$ cat config.mk
export PLATFORM = sky130hd
export DESIGN_NAME = clock_tick_scheduler
export DESIGN_NICKNAME = d
export VERILOG_FILES = /design/src/rtl/clock_tick_scheduler.sv
export SDC_FILE = /design/constraint.sdc
export NUM_CORES = 1
export LEC_CHECK = 0
export CELL_PAD_IN_SITES_DETAIL_PLACEMENT = 0
export CELL_PAD_IN_SITES_GLOBAL_PLACEMENT = 1
export CORE_ASPECT_RATIO = 1.75
export CORE_MARGIN = 2
export CORE_UTILIZATION = 47
export CTS_CLUSTER_DIAMETER = 50
export DETAILED_ROUTE_END_ITERATION = 6
export PLACE_DENSITY_LB_ADDON = 0.1
export SYNTH_ARGS = -nofsm -noshare
export SYNTH_HDL_FRONTEND = slang
export SYNTH_SLANG_ARGS = --single-unit
$ cat constraint.sdc
create_clock -name cmosClock -period 7.6 [get_ports cmosClock]
set_input_delay 1.14 -clock cmosClock [delete_from_list [all_inputs] [get_ports cmosClock]]
set_output_delay 1.14 -clock cmosClock [all_outputs]
set_load 0.02 [all_outputs]
$ cat src/rtl/clock_tick_scheduler.sv
// One-second time base with seconds/minutes/hours carry chain and RUN/SET front-panel mode FSM.
// All outputs are registered; tick strobes coincide with the updated counts.
module clock_tick_scheduler #(
    parameter int TICK_DIVIDE    = 100000000,
    parameter int PRESCALE_WIDTH = 27
) (
    input  logic       cmosClock,
    input  logic       resetN,
    input  logic       modeStep,
    input  logic       incStep,
    output logic [5:0] seconds,
    output logic [5:0] minutes,
    output logic [4:0] hours,
    output logic       secTick,
    output logic       minTick,
    output logic       hourTick,
    output logic [1:0] mode,
    output logic       blink
);

    typedef enum logic [1:0] {
        RUN        = 2'b00,
        SET_HOUR   = 2'b01,
        SET_MINUTE = 2'b10
    } mode_t;

    localparam logic [PRESCALE_WIDTH-1:0] PRESCALE_LAST = PRESCALE_WIDTH'(TICK_DIVIDE - 1);
    localparam logic [PRESCALE_WIDTH-1:0] PRESCALE_HALF = PRESCALE_WIDTH'(TICK_DIVIDE / 2);
    localparam logic [PRESCALE_WIDTH-1:0] PRESCALE_ONE  = PRESCALE_WIDTH'(1);

    mode_t                     state;
    mode_t                     next_state;
    logic [PRESCALE_WIDTH-1:0] prescale;
    logic [PRESCALE_WIDTH-1:0] prescale_next;
    logic                      sec_event;
    logic                      clear_prescale;
    logic                      run_tick;
    logic                      sec_wrap;
    logic                      min_wrap;
    logic [5:0]                sec_next;
    logic [5:0]                min_next;
    logic [4:0]                hour_next;

    always_ff @(posedge cmosClock or negedge resetN) begin
        if (!resetN) begin
            state <= RUN;
        end else begin
            state <= next_state;
        end
    end

    always_comb begin
        next_state = state;
        if (modeStep) begin
            case (state)
                RUN:        next_state = SET_HOUR;
                SET_HOUR:   next_state = SET_MINUTE;
                SET_MINUTE: next_state = RUN;
                default:    next_state = RUN;
            endcase
        end
    end

    always_comb begin
        mode = state;
    end

    // Entering SET_HOUR and returning to RUN both restart the second so the
    // first running second after a set is a full TICK_DIVIDE cycles.
    assign sec_event      = (prescale == PRESCALE_LAST);
    assign clear_prescale = modeStep && ((state == RUN) || (state == SET_MINUTE));
    assign prescale_next  = (sec_event || clear_prescale) ? '0 : prescale + PRESCALE_ONE;

    assign run_tick = (state == RUN) && sec_event;
    assign sec_wrap = run_tick && (seconds == 6'd59);
    assign min_wrap = sec_wrap && (minutes == 6'd59);

    // The second event is applied before the SET_HOUR entry clear, and a
    // mode step always wins over a simultaneous increment.
    always_comb begin
        sec_next  = seconds;
        min_next  = minutes;
        hour_next = hours;
        if (run_tick) begin
            sec_next = sec_wrap ? 6'd0 : seconds + 6'd1;
            if (sec_wrap) begin
                min_next = min_wrap ? 6'd0 : minutes + 6'd1;
            end
            if (min_wrap) begin
                hour_next = (hours == 5'd23) ? 5'd0 : hours + 5'd1;
            end
        end
        if (modeStep) begin
            if (state == RUN) begin
                sec_next = 6'd0;
            end
        end else if (incStep) begin
            if (state == SET_HOUR) begin
                hour_next = (hours == 5'd23) ? 5'd0 : hours + 5'd1;
            end else if (state == SET_MINUTE) begin
                min_next = (minutes == 6'd59) ? 6'd0 : minutes + 6'd1;
            end
        end
    end

    always_ff @(posedge cmosClock or negedge resetN) begin
        if (!resetN) begin
            prescale <= '0;
            seconds  <= 6'd0;
            minutes  <= 6'd0;
            hours    <= 5'd0;
            secTick  <= 1'b0;
            minTick  <= 1'b0;
            hourTick <= 1'b0;
            blink    <= 1'b1;
        end else begin
            prescale <= prescale_next;
            seconds  <= sec_next;
            minutes  <= min_next;
            hours    <= hour_next;
            secTick  <= run_tick;
            minTick  <= sec_wrap;
            hourTick <= min_wrap;
            blink    <= (prescale_next < PRESCALE_HALF);
        end
    end

endmodule

[Yosys cells after proc, flatten, opt, wreduce, memory -nomap -nowiden]
Cells that the tools add are included.
Word-level totals
  word-level logic and storage cells: 47
  register bits after elaboration: 50
Operators by class
  $add $sub $neg: 4
  reduce and logical (&&, ||, !) cells: 7
  equality and inequality tests: 6
  order comparisons: 1
  multiplexer cells: 20
Operator list (number)
  $mux 6: 12
  $mux 5: 6
  $add 27x1->27 const B: 1
  $eq 27x27->1 const B: 1
  $lt 27x26->1 const B: 1
  $mux 27: 1
  $add 6x1->6 const B: 2
  $eq 6x6->1 const B: 2
  $add 5x1->5 const B: 1
  $eq 5x5->1 const B: 1
  $logic_and 1x1->1: 4
  $pmux 2 s2: 1
  $eq 2x1->1 const B: 1
  $eq 2x2->1 const B: 1
  $logic_not 2->1: 1
  $logic_or 1x1->1: 2

[Longest topological paths before layout]
  depth after elaboration: 11
  mapped depth: 9

[Least setup slack after synthesis]
OpenSTA, ideal clock, no wires.
  kind: register to register
  from: register prescale[0]
  to: register hours[4]
  arrival time: 2.520 ns
  cell stages (with the launch flop): 10
  setup time: 0.066 ns
  path buffers: 1
  setup slack: 5.013 ns
  path through: dfrtp_1 -> ha_1 -> nand3_4 -> or4_4 -> nor4_4 -> and3_1 -> buf_6 -> a21oi_4 -> or4b_1 -> nand2_1
On the way
  word-level cells in the longest chain between the ends: 9
Ends and longest elaborated chain
  start, declared: RTL line 33  | logic [PRESCALE_WIDTH-1:0] prescale;
  start signal, assigned: RTL line 117  | prescale <= prescale_next;
  $eq 27x27->1 (*): RTL line 70  | assign sec_event = (prescale == PRESCALE_LAST);
  $logic_and 1x1->1 (*): RTL line 74  | assign run_tick = (state == RUN) && sec_event;
  via run_tick: RTL line 37  | logic run_tick;
  $logic_and 1x1->1 (*): RTL line 75  | assign sec_wrap = run_tick && (seconds == 6'd59);
  via sec_wrap: RTL line 38  | logic sec_wrap;
  $logic_and 1x1->1 (*): RTL line 76  | assign min_wrap = sec_wrap && (minutes == 6'd59);
  $mux 5 (*): RTL line 89  | if (min_wrap) begin
  $mux 5 (*): RTL line 84  | if (run_tick) begin
  $mux 5: RTL line 98  | if (state == SET_HOUR) begin
  $mux 5: RTL line 97  | end else if (incStep) begin
  $mux 5 (*): RTL line 93  | if (modeStep) begin
  via hour_next[4]: RTL line 42  | logic [4:0] hour_next;
  end signal, assigned: RTL line 120  | hours <= hour_next;
  end, declared: RTL line 13  | output logic [4:0] hours,
Mark *: on every way through the listed nets, which the timed path passes. The rest lies on a longest branch.
A chain may end at the register's enable or synchronous reset.

[Worst setup path after layout]
  from: register prescale[5]
  to: register hours[4]
On the way
  word-level cells in the longest chain between the ends: 9
Ends and longest elaborated chain (RTL line)
  $eq 27x27->1 (*): 70
  $logic_and 1x1->1 (*): 74
  via run_tick: 37
  $logic_and 1x1->1: 75
  $logic_and 1x1->1: 76
  $mux 5: 89
  $mux 5 (*): 84
  $mux 5: 98
  $mux 5: 97
  $mux 5 (*): 93
  via hour_next[4]: 42
Marks and branches as above.

==> reports/qor.yml <==
route:
  drc: 0
  wl_um: 6170
  viasPerCell: 5.67
  ant_nets: 0
  drt_iter0_markers: 107
  wl_per_cell_um: 15.8
  num_vias: 2221
  drt_pass1_iterations: 4
worst_setup_path:
  cp.arrival_ns: 3.21
  critPathLaunchType: "flop"
  path_max_fanout: 12
  worstSetupEndpointType: "flop"
  cp.required_ns: 7.85
  crit_type: "reg2reg"
timing:
  finalMaxSlewViolations: 0
  fmax_ghz: 0.338
  slew_headroom_pct: 37.2
  tightest_slew_ns: 0.934
  finalSetupViolCount: 0
  period_share_pct: 38.9
  finClkSkew_ns: 0.00981
  finalSetupTns_ns: 0
  hold_viol: 0
  rsz0062_at_grt: "false"
  period_needed_ns: 2.96
  setup_ws_ns: 4.64
global_route:
  grt-busiest-layer: "met2"
  grt_pass1_vias: 2223
  grt_pass1_wl_um: 10400
  track_usage_pct: 20.8
  antenna_found_initial: 0
  grtUsageMet1_pct: 23.4
  grt_use_met3_pct: 2.48
  grt_overflow: 0
  met2_usage_pct: 38.0
  grt_max_degree: 51
synth:
  syn_area_per_cell_um2: 9.35
  synth_cell_type_count: 48
  yosysWarnings: 0
  synth_area_um2: 2730
  synth_seq_cells: 50
  syn_nets: 300
  synth_top_cell_by_area: "dfrtp_1"
  synth_edf_count: 0
  ys_seq_area_share_pct: 45.9
  synth_top_area_share_pct: 44.9
  synth_ff_type: "dfrtp_1"
  yosys-top-cells-area: "dfrtp_1 (45%), nor2_1 (5.1%), xnor2_1 (4.5%)"
  synthCells: 292
  async_flop_share_pct: 100
power_and_ir_drop:
  powerDensity_nw_per_um2: 233
  p_leak_nw: 1.26
  ir_worst_vdd_uv: 146
cells_and_area:
  layout.cells.non_filler: 392
  finalNetCount: 323
  n_fill_cell: 552
  drive_gt1_share_pct: 7.59
  diodes: 0
  syn2layout_area_growth_pct: 17.1
cts:
  cts_tree: "done"
  cts_root_buf: "clkbuf_8"
  cts_hold_buf: 0
  cts_max_level: 2
  cts.path.max_buffers: 2
  ctsResizeCount: 0
  numCtsBuffers: 5
  clk_pin_slew_ns: 0.09
  clkLatencyLatePin_ns: 0.31
  clock-sinks: 50
  cts_setup_buffers: 0
floorplanning:
  die_w_um: 61.6
  start_util_pct: 48.9
  dieArea_um2: 6460
  die-height_um: 105
  coreArea_um2: 5590
  io_pins: 27
  rows: 36
placed_design:
  place_ws_ns: 4.55
  place_hpwl_um: 4420
  portBuffers: 26
  gp_congestion: 0.815
  post-place-cells: 384
job:
  drv_cap: 0
worst_hold_path:
  hp-class: "reg2reg"
outcome:
  status: "finished clean"
-- through the flow --
stage / total power, W / instance area, um2 / hold slack (ns) / util, %
finish: 0.000744 / 3200 / 0.487 / 57.3
floorplan: 0.000438 / 2730 / 0.455 / -
detailed placement: 0.000520 / 3060 / 0.482 / 54.7
global route: 0.000788 / 3200 / 0.514 / 57.3
CTS: 0.000754 / 3200 / 0.496 / 57.3
global placement: 0.000519 / 3060 / 0.469 / 54.7
-- placed cells by master (no fill, tap or decap), types with 6 or more instances in the layout --
cell             synthesis  routed
a21oi_1                 10      10
xnor2_1                 14      14
nand4_1                  9       9
nor2_1                  37      37
nand3_1                 11      11
clkdlybuf4s50_1          0      25
nand2_1                 22      22
o21ai_0                 20      19
dfrtp_1                 49      49
xor2_1                  13      13
clkbuf_8                 0       6
nor4_1                   6       6
inv_1                    9       9
nor3_1                   8       8
-- synthesized netlist by cell type (2+ instances only) --
cell / count
and3_1: 5
clkbuf_1: 13
dfrtp_1: 49
nor2b_1: 2
nand3_1: 11
nand2_1: 22
nor4b_1: 5
inv_1: 9
xor2_1: 13
nor2_1: 37
mux2_2: 3
o31ai_1: 3
ha_1: 4
a211oi_1: 3
o211ai_1: 3
nand4_1: 9
a21oi_1: 10
o21ai_0: 20
nor4_1: 6
a31oi_1: 2
nor3b_1: 4
xnor2_1: 14
nor3_1: 8
a21boi_0: 2
or3_1: 4
or4_1: 5
o32ai_1: 2
a21o_1: 4
-- flip-flops by register name, summed over array words and instances (netlist names) --
name,flops
prescale,27
blink,1
mode,2
hourTick,1
seconds,6
minutes,6
hours,5
minTick,1
secTick,1
-- power breakdown --
group	internal (W)	switching [W]
Sequential	0.000298	0.0000452
Clock	0.000140	0.0000916
Combinational	0.0000777	0.0000912
Total	0.000516	0.000228
-- critical path, cell delays in order, from the launching register on --
cell and delay (ns):
dfrtp_1 0.41, nand4_1 0.39, or4_4 0.69, nor4_4 0.32, and3_1 0.39, a21oi_4 0.11, or4b_1 0.52, nand2_1 0.07
-- logic make-up (layout without fill, tap and decap cells) --
group | count (synthesis) | in the layout | synth area share [%]
buffers and inverters | 23 | 47 | 3.44
AND/OR/NAND/NOR | 130 | 130 | 26.2
AO/OA/AOI/OAI | 55 | 55 | 12.8
flip-flops | 50 | 50 | 45.9
multiplexers | 3 | 3 | 1.24
adder cells (fa/ha/maj) | 4 | 4 | 1.83
XOR/XNOR | 27 | 27 | 8.66
-- cell type report --
| class | count | area [um2] | area share (%) |
|---|---|---|---|
| Multi-Input combinational cell | 219 | 1390 | 43.4 |
| Sequential cell | 50 | 1250 | 39.2 |
| Timing Repair Buffer | 30 | 285 | 8.92 |
| Tap cell | 76 | 95.1 | 2.97 |
| Clock buffer | 6 | 82.6 | 2.58 |
| Clock inverter | 2 | 60.1 | 1.88 |
| Inverter | 9 | 33.8 | 1.06 |
-- per-layer routing --
| layer | vias up | routed length, um |
|---|---|---|
| met2 | 34 | 3480 |
| met5 | - | 0 |
| met1 | 1084 | 2420 |
| met4 | 0 | 132 |
| li1 | 1093 | - |
| met3 | 10 | 139 |
-- path summary, 6_finish.rpt --
path                        startpoint      endpoint  slack [ns]  cells past startpoint
min                        prescale[0]   prescale[0]        0.49                      1
min in group asynchronous       resetN  prescale[17]        0.92                      2
max                        prescale[5]      hours[4]        4.64                      7
min reg2reg                prescale[0]   prescale[0]        0.49                      1
max reg2reg                prescale[5]      hours[4]        4.64                      7
max in group asynchronous       resetN       secTick        6.24                      2
No activity file was read; power rests on OpenSTA's default activity.
